<file path="config.mk">
export PLATFORM = sky130hd
export DESIGN_NAME = dino_obstacle_ctrl
export DESIGN_NICKNAME = d
export VERILOG_FILES = /design/src/rtl/dino_obstacle_ctrl.sv
export SDC_FILE = /design/constraint.sdc
export NUM_CORES = 1
export LEC_CHECK = 0
export ABC_AREA = 1
export BUFFER_PORTS_ARGS = -buffer_cell sky130_fd_sc_hd__buf_4
export CORE_MARGIN = 8
export CORE_UTILIZATION = 56
export CTS_BUF_LIST = sky130_fd_sc_hd__clkbuf_16
export DETAILED_ROUTE_END_ITERATION = 12
export MAX_ROUTING_LAYER = met4
export PLACE_DENSITY = 0.87
export SKIP_CTS_REPAIR_TIMING = 1
export SLEW_MARGIN = 20
export SYNTH_ARGS = -nofsm -noshare
export SYNTH_HDL_FRONTEND = slang
export SYNTH_SLANG_ARGS = --single-unit
</file>
<file path="constraint.sdc">
create_clock -name clk -period 2.1 [get_ports clk]
set_input_delay 0.42 -clock clk [delete_from_list [all_inputs] [get_ports clk]]
set_output_delay 0.42 -clock clk [all_outputs]
set_load 0.02 [all_outputs]
</file>
<file path="src/rtl/dino_obstacle_ctrl.sv">
// Obstacle motion, scoring, speed ramp and collision FSM for the dino runner game.
// Obstacle scrolls left once per frame; each wrap scores a point and every tenth wrap speeds it up.
//   state | meaning
//   IDLE  | waiting for a start press, obstacle/score/speed held at their initial values
//   RUN   | obstacle moves on frame_tick, collision checked every cycle
//   OVER  | collision seen, everything frozen until a restart press
module dino_obstacle_ctrl #(
  parameter int START_X    = 255,
  parameter int DINO_X     = 20,
  parameter int DINO_W     = 16,
  parameter int OBS_W      = 8,
  parameter int OBS_H      = 20,
  parameter int GROUND_Y   = 181,
  parameter int SPEED_INIT = 2,
  parameter int SPEED_MAX  = 8,
  parameter int SCORE_MAX  = 999
) (
  input  logic       clk,
  input  logic       rst,
  input  logic       button,
  input  logic       frame_tick,
  input  logic [7:0] dinoY,
  output logic [7:0] obstacleX,
  output logic [9:0] score,
  output logic [3:0] speed,
  output logic       running,
  output logic       game_over
);

  typedef enum logic [1:0] {IDLE, RUN, OVER} state_t;

  localparam logic [7:0] START_X_L    = 8'(START_X);
  localparam logic [3:0] SPEED_INIT_L = 4'(SPEED_INIT);
  localparam logic [3:0] SPEED_MAX_L  = 4'(SPEED_MAX);
  localparam logic [9:0] SCORE_MAX_L  = 10'(SCORE_MAX);
  localparam logic [8:0] DINO_LEFT    = 9'(DINO_X);
  localparam logic [8:0] DINO_RIGHT   = 9'(DINO_X + DINO_W - 1);
  localparam logic [8:0] OBS_W_M1     = 9'(OBS_W - 1);
  localparam logic [8:0] OBS_TOP_Y    = 9'(GROUND_Y - OBS_H);

  state_t     state_q, state_d;
  logic       button_q;
  logic [7:0] obs_x_q, obs_x_d;
  logic [9:0] score_q, score_d;
  logic [3:0] speed_q, speed_d;
  logic [3:0] wrap_cnt_q, wrap_cnt_d;

  logic       btn_rise;
  logic       collision;
  logic [8:0] obs_x9;
  logic [7:0] speed8;

  assign btn_rise = button & ~button_q;
  assign obs_x9   = {1'b0, obs_x_q};
  assign speed8   = {4'b0000, speed_q};

  // 9-bit arithmetic so the obstacle right edge cannot wrap past 255
  assign collision = (obs_x9 <= DINO_RIGHT) &&
                     ((obs_x9 + OBS_W_M1) >= DINO_LEFT) &&
                     ({1'b0, dinoY} > OBS_TOP_Y);

  always_comb begin
    state_d    = state_q;
    obs_x_d    = obs_x_q;
    score_d    = score_q;
    speed_d    = speed_q;
    wrap_cnt_d = wrap_cnt_q;
    case (state_q)
      IDLE: begin
        obs_x_d    = START_X_L;
        score_d    = '0;
        speed_d    = SPEED_INIT_L;
        wrap_cnt_d = '0;
        if (btn_rise) state_d = RUN;
      end
      RUN: begin
        if (collision) begin
          state_d = OVER;
        end else if (frame_tick) begin
          if (obs_x_q >= speed8) begin
            obs_x_d = obs_x_q - speed8;
          end else begin
            obs_x_d = START_X_L;
            score_d = (score_q == SCORE_MAX_L) ? score_q : score_q + 10'd1;
            if (wrap_cnt_q == 4'd9) begin
              wrap_cnt_d = '0;
              speed_d    = (speed_q == SPEED_MAX_L) ? speed_q : speed_q + 4'd1;
            end else begin
              wrap_cnt_d = wrap_cnt_q + 4'd1;
            end
          end
        end
      end
      OVER: begin
        if (btn_rise) state_d = IDLE;
      end
      default: state_d = IDLE;
    endcase
  end

  always_ff @(posedge clk) begin
    if (rst) begin
      state_q    <= IDLE;
      button_q   <= 1'b0;
      obs_x_q    <= START_X_L;
      score_q    <= '0;
      speed_q    <= SPEED_INIT_L;
      wrap_cnt_q <= '0;
    end else begin
      state_q    <= state_d;
      button_q   <= button;
      obs_x_q    <= obs_x_d;
      score_q    <= score_d;
      speed_q    <= speed_d;
      wrap_cnt_q <= wrap_cnt_d;
    end
  end

  assign obstacleX = obs_x_q;
  assign score     = score_q;
  assign speed     = speed_q;
  assign running   = (state_q == RUN);
  assign game_over = (state_q == OVER);

endmodule

</file>
Word level (Yosys, flattened, before mapping)

Cells that the tools add are included.

Bits in registers: 29
Output and inout bits: 24
Bits of input ports: 12

Bitwise logic cells: 2
Multiplexer cells: 24
Add/sub/neg operators: 5
Reductions and logical operators: 9
Equality and inequality tests: 14
Order comparisons: 4

Operators with widths:

| cell                                                                              | number |
|---|---|
| 10-bit two-way mux                                                                | 4 |
| 4-bit two-way mux                                                                 | 9 |
| 8-bit two-way mux                                                                 | 3 |
| 10-bit case mux with 2 select lines                                               | 1 |
| 4-bit case mux with 2 select lines                                                | 2 |
| 8-bit case mux with 2 select lines                                                | 1 |
| 2-bit != test (second input constant)                                             | 6 |
| 10-bit by 1-bit adder with 10-bit output (second input constant)                  | 1 |
| 10-bit equality test (second input constant)                                      | 1 |
| 8-bit by 3-bit adder with 9-bit output (second input constant)                    | 1 |
| 9-bit by 5-bit >= comparator with 1-bit output (second input constant)            | 1 |
| 4-bit by 1-bit adder with 4-bit output (second input constant)                    | 2 |
| 4-bit equality test (second input constant)                                       | 2 |
| 8-bit by 4-bit >= comparator with 1-bit output                                    | 1 |
| 8-bit > comparator (second input constant)                                        | 1 |
| 8-bit by 6-bit less-or-equal comparator with 1-bit output (second input constant) | 1 |
| 8-bit by 4-bit subtractor with 8-bit output                                       | 1 |
| 2-bit two-way mux                                                                 | 3 |
| 2-bit by 1-bit != test with 1-bit output (second input constant)                  | 3 |
| 2-bit case mux with 3 select lines                                                | 1 |
| 3-bit AND reduction                                                               | 2 |
| 6-bit AND reduction                                                               | 1 |
| 5-bit AND reduction                                                               | 1 |
| 4-bit AND reduction                                                               | 1 |
| 7 further kinds                                                                   | 8 |

Longest topological paths before layout

Depth in word-level cells: 7
Gate-level depth with buffers: 12
Mapped depth without buffers: 12

Worst setup path before layout

OpenSTA, ideal clock, no wires.

Kind: register -> register
Start: reg obs_x_q[0], in the netlist obstacleX[0]
End: reg obs_x_q[0], in the netlist obstacleX[0]
Required time: 1.972 ns
Slack: -0.023 ns
Clock period less this slack: 2.123 ns
Setup time: 0.128 ns
Arrival: 1.995 ns
Stages on the path, launching flop included: 12
Buffers on the path: 0
Path through: dfxtp_1 -> inv_1 -> ha_1 -> fa_1 -> nor2_2 -> nor2_2 -> a21oi_4 -> nor2_4 -> nand2_2 -> inv_2 -> nor2_4 -> o211ai_1

Cells in the longest elaborated chain, start to end: 6
Elaborated cells on any way between the ends: 13

Ends and longest elaborated chain:

| item                                           | line | text |
|---|---|---|
| start: declaration                             | 43   | `logic [7:0] obs_x_q, obs_x_d;` |
| start signal: assignment                       | 112  | `obs_x_q <= obs_x_d;` |
| 8-bit by 3-bit adder with 9-bit output         | 59   | `((obs_x9 + OBS_W_M1) >= DINO_LEFT) &&` |
| 9-bit by 5-bit >= comparator with 1-bit output | 59   |  |
| 1-bit logical AND                              | 58   | `assign collision = (obs_x9 <= DINO_RIGHT) &&` |
| 1-bit logical AND                              | 59   |  |
| 2-bit != test (no line)                        | n/a  |  |
| 3-bit AND reduction (no line)                  | n/a  |  |

Parallel ways exist; a longest one is shown, timed or not. The select of a mux whose other input is x is not followed.
A chain may end at the register's enable or synchronous reset.

Worst setup path in the final report

Ends and elaborated chain as after synthesis.

==> flow_summary_export.csv <==
group,metric,value,unit
outcome,outcome,"finished, final reports clean",
drt,dr.pass1.iters,4,
clock_tree,clock_latency,270,ps
cells_and_area,fin_cells,397,
drt,drcViolationCount,0,
synthesis,syn_nets,327,
grt,grt_util_all_layers,0.1893,
cells_and_area,fill_cells,246,
critical_path,ff2ff_setup_slack,80,ps
synthesis,synth_top_family_by_area,"simple AND/OR/NAND/NOR gates",
synthesis,yosysTopAreaCellShare,0.2911,
cells_and_area,layout.nets,373,
critical_path,cp-end-kind,"flip-flop",
critical_path,crit-reg2reg-capture,"obstacleX[0]",
sta,setup_viol,0,
synthesis,synth_compound_gate_area_share,0.1035,
critical_path,criticalPathCategory,"reg -> reg",
place,place_area,0.002338,sq mm
synthesis,ys_types,35,
synthesis,synth_area_leaders,"dfxtp_1, nand2_1, inv_1, nor2_1, ha_1",
drt,wl_per_cell,12.95,um
hold_path,hold_class,"in -> reg",
sta,slew_viol_final,0,
sta,skew,4.150,ps
flow_run,maxCapViolCount,0,
cells_and_area,syn2layout_area_growth,26.22,%
synthesis,ys_top_cells_by_count,"nand2_1, inv_1, nor2_1",
floorplanning,ioPinCount,36,
sta,finalCriticalPeriod,2018,ps
grt,antenna_found_initial,0,
floorplanning,die_area,0.005727,sq mm
grt,grt_pass1_vias,1953,
cells_and_area,stdcell_area,0.002517,sq mm
pwr,power_density,691.6,mW/mm^2
synthesis,syn_avg_cell_area,6.539,sq um
cells_and_area,drive_gt1_frac,0.2336,
cells_and_area,num_antenna_cells,0,
floorplanning,rows,21,
grt,grt_pass1_wl,8286,um
grt,grt_max_degree,17,
hold_path,min_to,"button_q",
sta,rsz0062_at_grt,"true",
clock_tree,clkSinkCount,29,
synthesis,synth-seq-area-share,0.2911,
drt,drt-initial-drc-count,178,
cells_and_area,multi_input_area,0.001237,sq mm
place,numPortBuffers,34,
clock_tree,cts_htree_levels,2,
clock_tree,cts_buffer_depth,2,
hold_path,hold_start,"button",
critical_path,critPathMaxFanout,5,
critical_path,critPathSlowestCell,"fa_2",
drt,wirelength,5143,um
sta,fmax,495.4,MHz
grt,gr-total-overflow,0,
clock_tree,cts_inserted_buffers,5,
floorplanning,core_area,0.003390,sq mm
sta,finalHoldViolCount,0,
floorplanning,die_y,75.68,um
sta,max_slew_margin,0.6057,
sta,worstMarginPinSlew,585.3,ps
critical_path,worstPathArrival,2160,ps
clock_tree,path_clk_slew,50,ps
place,dp_cells,388,
cells_and_area,seq_area,583.1,sq um
critical_path,reg2reg_depth,11,
synthesis,yosys_warnings,0,
synthesis,synthAdderAreaFrac,0.06650,
drt,vias,2128,
sta,post-route-period-util,0.9612,
synthesis,synth_edf_count,0,
pwr,peakVddDrop,536.2,uV
drt,antenna_left,0,
critical_path,critPathLaunchType,"flip-flop",
synthesis,synth_seq_cells,29,
hold_path,hold_path_depth,3,
floorplanning,start_util,0.5884,
critical_path,r2r_start,"obstacleX[0]",
critical_path,crit_chain,"inv_1 > ha_2 > fa_2 > nor2_4 > nor2_4 > a21oi_4 > nor2_4 > nand2_2 > inv_2 > nor2_4 > o211ai_1",
synthesis,yosys.area_share.simple,0.4266,
floorplanning,die_width,75.68,um
place,place.gp.congestion,0.8908,
synthesis,synth_xor_area_frac,0.008783,
pwr,p_leak,1.188,nW
synthesis,synth.largest_area_cell,"dfxtp_1",
clock_tree,cts_tree,"built",
critical_path,max_stage_delay,420,ps
synthesis,synthArstFlopShare,0,
drt,viasPerCell,5.360,
synthesis,synth_mux_area_frac,0,
cells_and_area,fin_util,0.7427,
synthesis,synthCells,305,
place,hpwl,3699,um
critical_path,crit_path_frequent_cell,"nor2_4",
synthesis,syn-cell-area,0.001994,sq mm
clock_tree,root_buffer,"clkbuf_16",
synthesis,ys.flop_type,"dfxtp_1",
synthesis,yosysMostFrequentCell,"nand2_1",
critical_path,cp.required,2250,ps
[cell type report]
cell class / instances / area share
multi-input cells: 225 / 0.4916
flip-flops and latches: 29 / 0.2316
repair buffers: 45 / 0.1342
inverters: 45 / 0.06710
clock buffers: 5 / 0.04970
well taps: 46 / 0.02286
clock inverters: 2 / 0.002982
[where the power goes]
part | total [mW] | switching (mW) | internal [mW]
Clock | 0.650 | 0.228 | 0.422
Sequential | 0.630 | 0.0418 | 0.588
Combinational | 0.461 | 0.277 | 0.184
Total | 1.74 | 0.547 | 1.19
[per-layer routing]
layer	wire [um]	track usage	vias up
met5	0	-	-
met4	91	0.07676	0
li1	-	-	1074
met1	2203	0.2186	969
met2	2498	0.3164	75
met3	349	0.03421	10
[layout by cell type, fill, tap and decap left out, types with 2 or more instances in the layout]
| master | netlist | final |
|---|---|---|
| xnor2_1 | 2 | 2 |
| inv_2 | 4 | 4 |
| a21oi_1 | 15 | 15 |
| dfxtp_2 | 0 | 2 |
| o21ai_0 | 8 | 8 |
| nor2_4 | 5 | 7 |
| ha_1 | 9 | 7 |
| nand4_1 | 14 | 14 |
| nand2_1 | 84 | 83 |
| o21ai_1 | 4 | 4 |
| buf_4 | 2 | 45 |
| nand2_2 | 3 | 4 |
| nand3_1 | 17 | 17 |
| o211ai_1 | 3 | 3 |
| inv_1 | 41 | 42 |
| dfxtp_1 | 29 | 27 |
| clkbuf_16 | 0 | 5 |
| nor2_1 | 38 | 38 |
| or2_2 | 3 | 3 |
| nor2_2 | 4 | 2 |
| nor3_1 | 2 | 2 |
| nor4_1 | 2 | 2 |
[metrics by stage]
step | setup TNS, ps | worst slack, ps | power, mW | hold slack (ps)
global placement | 0 | 57.12 | 1.047 | 455.2
floorplan | 0 | 59.14 | 0.9227 | 444.3
finish | 0 | 81.53 | 1.741 | 355.8
global route | -16.96 | -16.96 | 1.826 | 375.4
CTS | 0 | 17.53 | 1.712 | 359.4
detailed placement | 0 | 25.89 | 1.063 | 456.7
[kinds of logic after synthesis]
| group | after synthesis |
|---|---|
| AO/OA/AOI/OAI | 35 |
| XOR/XNOR | 2 |
| adder cells (fa/ha/maj) | 10 |
| buffers and inverters | 51 |
| flip-flops | 29 |
| AND/OR/NAND/NOR | 178 |
[registers in the layout, indices dropped and copies added, names as in the netlist]
register and cells:
wrap_cnt_q 4, state_q 2, obstacleX 8, score 10, speed 4, button_q 1
[how the worst max path moves through the flow]
stage                        end  slack (ps)    startpoint  depth (start not counted)
finish              obstacleX[0]          80  obstacleX[0]                         11
global route        obstacleX[0]         -20  obstacleX[0]                         11
CTS                 obstacleX[0]          20  obstacleX[0]                         11
detailed placement  obstacleX[1]          30  obstacleX[0]                         11
global placement    obstacleX[0]          60  obstacleX[0]                         11
floorplan           obstacleX[0]          60  obstacleX[0]                         11
[critical path: cells and delay by family (launching register included)]
| kind | cells | cell delay (ps) |
|---|---|---|
| adder cells (fa/ha/maj) | 2 | 620 |
| AND/OR/NAND/NOR | 5 | 560 |
| flip-flops | 1 | 330 |
| AO/OA/AOI/OAI | 2 | 250 |
| buffers and inverters | 2 | 120 |
Power figures use the tool's default switching activity.
